### config.mk
export PLATFORM = sky130hd
export DESIGN_NAME = sigmoid_inv_flat
export DESIGN_NICKNAME = d
export VERILOG_FILES = /design/src/rtl/sigmoid_pkg.sv /design/src/rtl/sigmoid_inv_if.sv /design/src/rtl/udiv_restoring.sv /design/src/rtl/sigmoid_inv.sv /design/src/flat_wrapper.sv
export SDC_FILE = /design/constraint.sdc
export NUM_CORES = 1
export LEC_CHECK = 0
export CORE_ASPECT_RATIO = 1.75
export CORE_MARGIN = 1.5
export CORE_UTILIZATION = 54
export CTS_BUF_LIST = sky130_fd_sc_hd__clkbuf_2
export CTS_CLUSTER_SIZE = 12
export DETAILED_ROUTE_END_ITERATION = 8
export PLACE_DENSITY = 0.78
export SLEW_MARGIN = 5
export SYNTH_ARGS = -nofsm -noshare
export SYNTH_HDL_FRONTEND = slang
export SYNTH_SLANG_ARGS = --single-unit
### constraint.sdc
create_clock -name clk -period 2.5 [get_ports clk]
set_input_delay 0.25 -clock clk [delete_from_list [all_inputs] [get_ports clk]]
set_output_delay 0.25 -clock clk [all_outputs]
set_load 0.01 [all_outputs]
### src/rtl/sigmoid_pkg.sv
// Purpose: shared constants and FSM state type for the inverse-sigmoid (logit) block.
// Latency: n/a (declarations only).
// Backpressure: n/a.
package sigmoid_pkg;
    localparam int FBIT    = 10;     // fractional bits of yin/xout
    localparam int ONE     = 1024;   // 1.0 in Q.10
    localparam int QBIT    = 20;     // quotient bits produced by the divider
    localparam int LATENCY = 22;     // capture edge to dv_out, in clocks
    localparam int YBIT    = 11;     // width of the Q1.10 probability input

    typedef enum logic [1:0] {
        IDLE = 2'd0,
        DIV  = 2'd1,
        FIN  = 2'd2
    } state_t;
endpackage

### src/rtl/sigmoid_inv_if.sv
// Purpose: request/result bundle for sigmoid_inv (dv_in/yin in, dv_out/xout/busy out).
// Latency: n/a (wires only).
// Backpressure: none; starts arriving while busy are dropped by the slave.
interface sigmoid_inv_if
    import sigmoid_pkg::*;
#(
    parameter int OBIT = 32
) ();
    logic            dv_in;
    logic [YBIT-1:0] yin;
    logic            dv_out;
    logic [OBIT-1:0] xout;
    logic            busy;

    modport master (output dv_in, yin, input dv_out, xout, busy);
    modport slave  (input dv_in, yin, output dv_out, xout, busy);
endinterface

### src/rtl/udiv_restoring.sv
// Purpose: serial unsigned restoring divider, one quotient bit per clock, MSB first.
// Latency: operands load on the start edge, NW iteration edges follow, done pulses after the last.
// Backpressure: none; start is assumed only when idle, den must stay stable while running.
// Ports: start/num/den in, done (1-clock pulse) and quo out.
module udiv_restoring #(
    parameter int NW = 20,   // numerator / quotient width
    parameter int DW = 11    // divisor width
) (
    input  logic          clk,
    input  logic          rst_n,
    input  logic          start,
    input  logic [NW-1:0] num,
    input  logic [DW-1:0] den,
    output logic          done,
    output logic [NW-1:0] quo
);
    localparam int CW = $clog2(NW);

    logic [NW-1:0] num_q;
    logic [DW-1:0] rem_q;
    logic [NW-1:0] quo_q;
    logic [CW-1:0] cnt_q;
    logic          run_q;
    logic          done_q;

    // Partial remainder shifted left by one with the next numerator bit.
    // The remainder is always below den, so DW+1 bits hold the trial value.
    logic [DW:0]   trial;
    logic          ge;
    logic [DW-1:0] rem_d;

    always_comb begin
        trial = {rem_q, num_q[NW-1]};
        ge    = (trial >= {1'b0, den});
        rem_d = ge ? DW'(trial - {1'b0, den}) : trial[DW-1:0];
    end

    always_ff @(posedge clk or negedge rst_n) begin
        if (!rst_n) begin
            num_q  <= '0;
            rem_q  <= '0;
            quo_q  <= '0;
            cnt_q  <= '0;
            run_q  <= 1'b0;
            done_q <= 1'b0;
        end else begin
            done_q <= 1'b0;
            if (start) begin
                num_q <= num;
                rem_q <= '0;
                quo_q <= '0;
                cnt_q <= '0;
                run_q <= 1'b1;
            end else if (run_q) begin
                num_q <= {num_q[NW-2:0], 1'b0};
                rem_q <= rem_d;
                quo_q <= {quo_q[NW-2:0], ge};
                cnt_q <= cnt_q + 1'b1;
                if (cnt_q == CW'(NW - 1)) begin
                    run_q  <= 1'b0;
                    done_q <= 1'b1;
                end
            end
        end
    end

    assign done = done_q;
    assign quo  = quo_q;
endmodule

### src/rtl/sigmoid_inv.sv
// Purpose: logit of a Q1.10 probability: xout = sign(t)*floor(|t|*1024/(1024-|t|)), t = 2*yin-1024.
// Latency: fixed 22 clocks from the capturing edge to the one-clock dv_out pulse, for every yin.
// Backpressure: none; start edges seen while busy are dropped, not queued.
// Ports: clk, rst_n (async active-low), bus (slave): dv_in, yin in; dv_out, xout, busy out.
module sigmoid_inv
    import sigmoid_pkg::*;
#(
    parameter int OBIT = 32,
    parameter int FBIT = sigmoid_pkg::FBIT
) (
    input  logic          clk,
    input  logic          rst_n,
    sigmoid_inv_if.slave  bus
);
    // Working width for the magnitude: wide enough for the quotient and for OBIT.
    localparam int W  = (OBIT > QBIT + 1) ? OBIT : QBIT + 1;
    localparam int NB = QBIT - FBIT;   // integer bits of the dividend fed to the divider

    state_t state_q, state_d;

    logic              bfr_dv;
    logic              start;
    logic signed [12:0] t;
    logic [11:0]       abs_t;

    logic              neg_q, sat_pos_q, sat_neg_q;
    logic [NB-1:0]     dividend_q;
    logic [10:0]       divisor_q;
    logic              div_go, div_done;
    logic [QBIT-1:0]   div_quo;

    logic [W-1:0]      mag, mag_lim, res_w;
    logic [OBIT-1:0]   x_next, xout_q;

    assign start = bus.dv_in & ~bfr_dv;

    always_comb begin
        t     = $signed({1'b0, bus.yin, 1'b0}) - 13'sd1024;
        abs_t = t[12] ? 12'(-t) : 12'(t);
    end

    always_comb begin
        state_d = state_q;
        case (state_q)
            IDLE:    if (start) state_d = DIV;
            DIV:     if (div_done) state_d = FIN;
            FIN:     state_d = IDLE;
            default: state_d = IDLE;
        endcase
    end

    // Result shaping: clamp magnitude for narrow OBIT, then apply the sign.
    // Saturated inputs (yin==0, yin>=1.0) override the divider result.
    always_comb begin
        mag     = W'(div_quo);
        mag_lim = (W'(1) << (OBIT - 1)) - W'(1);
        if (mag > mag_lim)
            mag = mag_lim;
        res_w   = neg_q ? (-mag) : mag;
        if (sat_neg_q)
            x_next = {1'b1, {(OBIT-1){1'b0}}};
        else if (sat_pos_q)
            x_next = {1'b0, {(OBIT-1){1'b1}}};
        else
            x_next = res_w[OBIT-1:0];
    end

    always_ff @(posedge clk or negedge rst_n) begin
        if (!rst_n) begin
            state_q    <= IDLE;
            bfr_dv     <= 1'b1;   // dv_in held high through reset must not look like an edge
            neg_q      <= 1'b0;
            sat_pos_q  <= 1'b0;
            sat_neg_q  <= 1'b0;
            dividend_q <= '0;
            divisor_q  <= '0;
            div_go     <= 1'b0;
            xout_q     <= '0;
        end else begin
            bfr_dv  <= bus.dv_in;
            state_q <= state_d;
            div_go  <= (state_q == IDLE) && start;
            if ((state_q == IDLE) && start) begin
                neg_q      <= t[12];
                sat_neg_q  <= (bus.yin == '0);
                sat_pos_q  <= bus.yin[10];
                dividend_q <= abs_t[NB-1:0];
                divisor_q  <= 11'(12'd1024 - abs_t);
            end
            // xout is loaded as FIN is entered so it is valid in the dv_out cycle.
            if ((state_q == DIV) && div_done)
                xout_q <= x_next;
        end
    end

    // The divider starts one clock after capture from the registered operands;
    // with its trailing done pulse this gives the fixed 22-clock latency.
    udiv_restoring #(.NW(QBIT), .DW(11)) u_div (
        .clk   (clk),
        .rst_n (rst_n),
        .start (div_go),
        .num   ({dividend_q, {FBIT{1'b0}}}),
        .den   (divisor_q),
        .done  (div_done),
        .quo   (div_quo)
    );

    assign bus.dv_out = (state_q == FIN);
    assign bus.busy   = (state_q != IDLE);
    assign bus.xout   = xout_q;
endmodule

### src/flat_wrapper.sv
// flat-port wrapper written by rule: the top's interface ports become plain ports
module sigmoid_inv_flat import sigmoid_pkg::*;
#(
    parameter int OBIT = 32,
    parameter int FBIT = sigmoid_pkg::FBIT
)
  (clk, rst_n, bus_dv_in, bus_yin, bus_dv_out, bus_xout, bus_busy);
  sigmoid_inv_if #(.OBIT(OBIT)) bus_i ();
  input  logic clk;
  input  logic rst_n;
  input wire logic [$bits(bus_i.dv_in)-1:0] bus_dv_in;
  input wire logic [$bits(bus_i.yin)-1:0] bus_yin;
  output wire logic [$bits(bus_i.dv_out)-1:0] bus_dv_out;
  output wire logic [$bits(bus_i.xout)-1:0] bus_xout;
  output wire logic [$bits(bus_i.busy)-1:0] bus_busy;
  assign bus_i.dv_in = bus_dv_in;
  assign bus_i.yin = bus_yin;
  assign bus_dv_out = bus_i.dv_out;
  assign bus_xout = bus_i.xout;
  assign bus_busy = bus_i.busy;
  sigmoid_inv #(.OBIT(OBIT), .FBIT(FBIT)) u_core (.clk(clk), .rst_n(rst_n), .bus(bus_i));
endmodule
==> results.ini <==
[floorplanning]
dieWidth_um=79.5
die_h_um=137
coreArea_mm2=0.00991
rows=48
io_pins=48
start_util_pct=55.8
die-area_mm2=0.0109

[min_path]
worstHoldPathType=in -> async

[pwr]
p_switching_mw=3.54
switching_share_pct=43.3
p_leak_nw=2.92
seqPwrFrac_pct=37.1
power_mw=8.18
power_frac_comb_pct=53.3
internal_power_mw=4.64
peakVddDrop_v=0.000739
clkPwrFrac_pct=9.6
power.density_mw_per_mm2=1260

[cts]
post_cts_buffers=0
worstSkewPairLatency_ns=0.64
cts.reportedPaths.clkPinSlew_ns=0.32
clock-root-buffer=clkbuf_2
cts_tree=yes
cts_buffers=9
clock_path_buffers=2
cts_sinks=104
cts.htree.levels=3

[finish]
layout.nets=692
area_delta_synth_final_pct=17.3
utilization_pct=65.4
drive_gt1_share_pct=10.9
stdcell_count=794
antennaDiodeCount=0

[drt]
wire_per_inst_um=15.2
drt_first_iter_violations=199
dr.pass1.iters=4
wl_met1_mm=4.58
wl_mm=12.1
drt-vias-per-instance=5.67
drcViolationCount=0
drtAntennaViolNets=0
dr_wl_met3_um=376
top_layer=met4
via_count=4500
dr_wl_met2_mm=6.65

[synth]
yosys-top-cells-count=dfrtp_1, nand2_1, nor2_1
synth-seq-cells=104
netlist_instances=601
ys_types=54
ys_top_cells_by_area=dfrtp_1, nand2_1, mux2i_1
synth_edf_count=0
synth_top_area_share_pct=46.6
yosysMostFrequentCell=dfrtp_1
ys_warn_count=0
synth_area_mm2=0.00553
synth_area_per_cell_um2=9.20
synth_seq_area_share_pct=47.1
synth_ff_type=dfrtp_1
syn-num-nets=629
synth_area_leader_cell=dfrtp_1
async_reset_ff_share_pct=100

[sta]
skew_ns=0.0416
hold_viol=0
period_share_pct=95.4
drv_slew=0
max_slew_margin_pct=55.9
tightest_slew_ns=0.661
post-route-min-period_ns=2.38
finalSetupViolations=0
max_clock_freq_mhz=419
fin_tns_setup_ns=0

[place]
dp_cells=776
gp_congestion=0.985
port_buffers=47
dp_hpwl_mm=9.14

[worst_setup_path]
crit_type=reg -> reg
ff2ff_path_depth=5
arrival_ns=2.97
end_kind=flip-flop
path_cells=or4_1 > or4b_4 > o41a_1 > o21ai_2 > nand2_1
ff2ff_setup_slack_ns=0.12
critical_path.max_stage_delay_ns=0.57
crit_path_top_delay_cell=or4_1
timing.rr.end=u_core.bus.xout[29]
cp_data_required_time_ns=3.08
worstPathMaxFanout=6
critPathLaunch=u_core.u_div.quo[12]
timing.rr.start=u_core.u_div.quo[12]
critPathLaunchType=flip-flop

[global_routing]
grt_usage_pct=24.3
grt_start_max_net_pins=68
grt_pass1_vias=4536
grt_antenna_before_repair=0
grt_pass1_wl_mm=20.7
grt_overflow=0

[run]
max-cap-violations=0

[run_status]
status=completed

-- routing by layer --
| layer | global-route usage (%) | vias up |
|---|---|---|
| met5 | 0 | - |
| met4 | 14.8 | 0 |
| met3 | 2.80 | 40 |
| met2 | 44.4 | 113 |
| met1 | 26.2 | 2127 |
| li1 | - | 2220 |
-- per-stage QoR --
| step | hold slack (ns) | area, um2 | setup slack, ns |
|---|---|---|---|
| after floorplan | -0.0456 | 5530 | 0.141 |
| after global placement | 0.237 | 6320 | 0.0713 |
| after detailed placement | 0.241 | 6320 | 0.00997 |
| after CTS | 0.0357 | 6460 | 0.0289 |
| after global routing | 0.0313 | 6480 | -0.00395 |
| final | 0.0511 | 6480 | 0.116 |
-- cell type report --
cell class,instances,area (um2)
clock buffers,9,45.0
clock inverters,7,71.3
fillers,825,3430
inverters,20,75.1
multi-input cells,445,2760
flip-flops and latches,104,2610
well taps,125,156
repair buffers,84,776
-- how the worst max path moves through the flow --
stage	cells after the start	end	slack (ns)
finish	5	u_core.bus.xout[29]	0.12
global route	8	u_core.u_div.rem_q[2]	-0.004
CTS	5	u_core.bus.xout[23]	0.03
detailed placement	8	u_core.divisor_q[10]	0.01
global placement	8	u_core.divisor_q[10]	0.07
floorplan	8	u_core.u_div.rem_q[6]	0.14
-- cell families after synthesis --
kind of cell	after synthesis	synth area share, %
simple gates	218	17.6
compound gates	140	16.3
flops	104	47.1
buf+inv	52	3.55
xor+xnor	40	6.34
mux	33	6.00
fa+ha+maj	14	3.17
-- flip-flops by register name (all words and copies together), names as in the netlist, 2 cells and up --
signal	flops
u_core.divisor_q	10
u_core.dividend_q	8
u_core.u_div.rem_q	11
u_core.u_div.quo	20
u_core.u_div.num_q	9
u_core.u_div.cnt_q	5
u_core.bus.xout	32
u_core.state_q	2
-- power groups by stage --
stage / registers, mW / logic [mW] / clock network, mW
after floorplan: 2.93 / 2.99 / 0
after global placement: 3.03 / 4.11 / 0
after global routing: 3.14 / 4.86 / 0.882
final: 3.04 / 4.36 / 0.785
after CTS: 3.04 / 4.29 / 0.811
after detailed placement: 3.08 / 4.26 / 0
-- cell usage in the layout, fill, tap and decap left out, types with 11 or more instances in the layout --
cell and instances:
dfrtp_1 102, nand2_1 96, nor2_1 59, o21ai_0 49, clkdlybuf4s50_1 46, buf_4 34
mux2i_1 32, a21oi_1 28, xnor2_1 22, inv_1 18, xor2_1 18, o31ai_1 16
ha_1 13, nor3_1 11
-- what timing repair did --
| item | CTS | global route |
|---|---|---|
| endpoints found under the hold margin | 97 | 0 |
| gates resized for setup | 0 | 7 |
| endpoints found under the setup margin | 0 | 15 |
| hold buffers | 2 | 0 |
-- critical path, delay by kind of cell (launching register included) --
family | cells | cell delay, ns
simple gates | 3 | 1.21
compound gates | 2 | 0.68
flops | 1 | 0.45
Power figures use the tool's default switching activity.
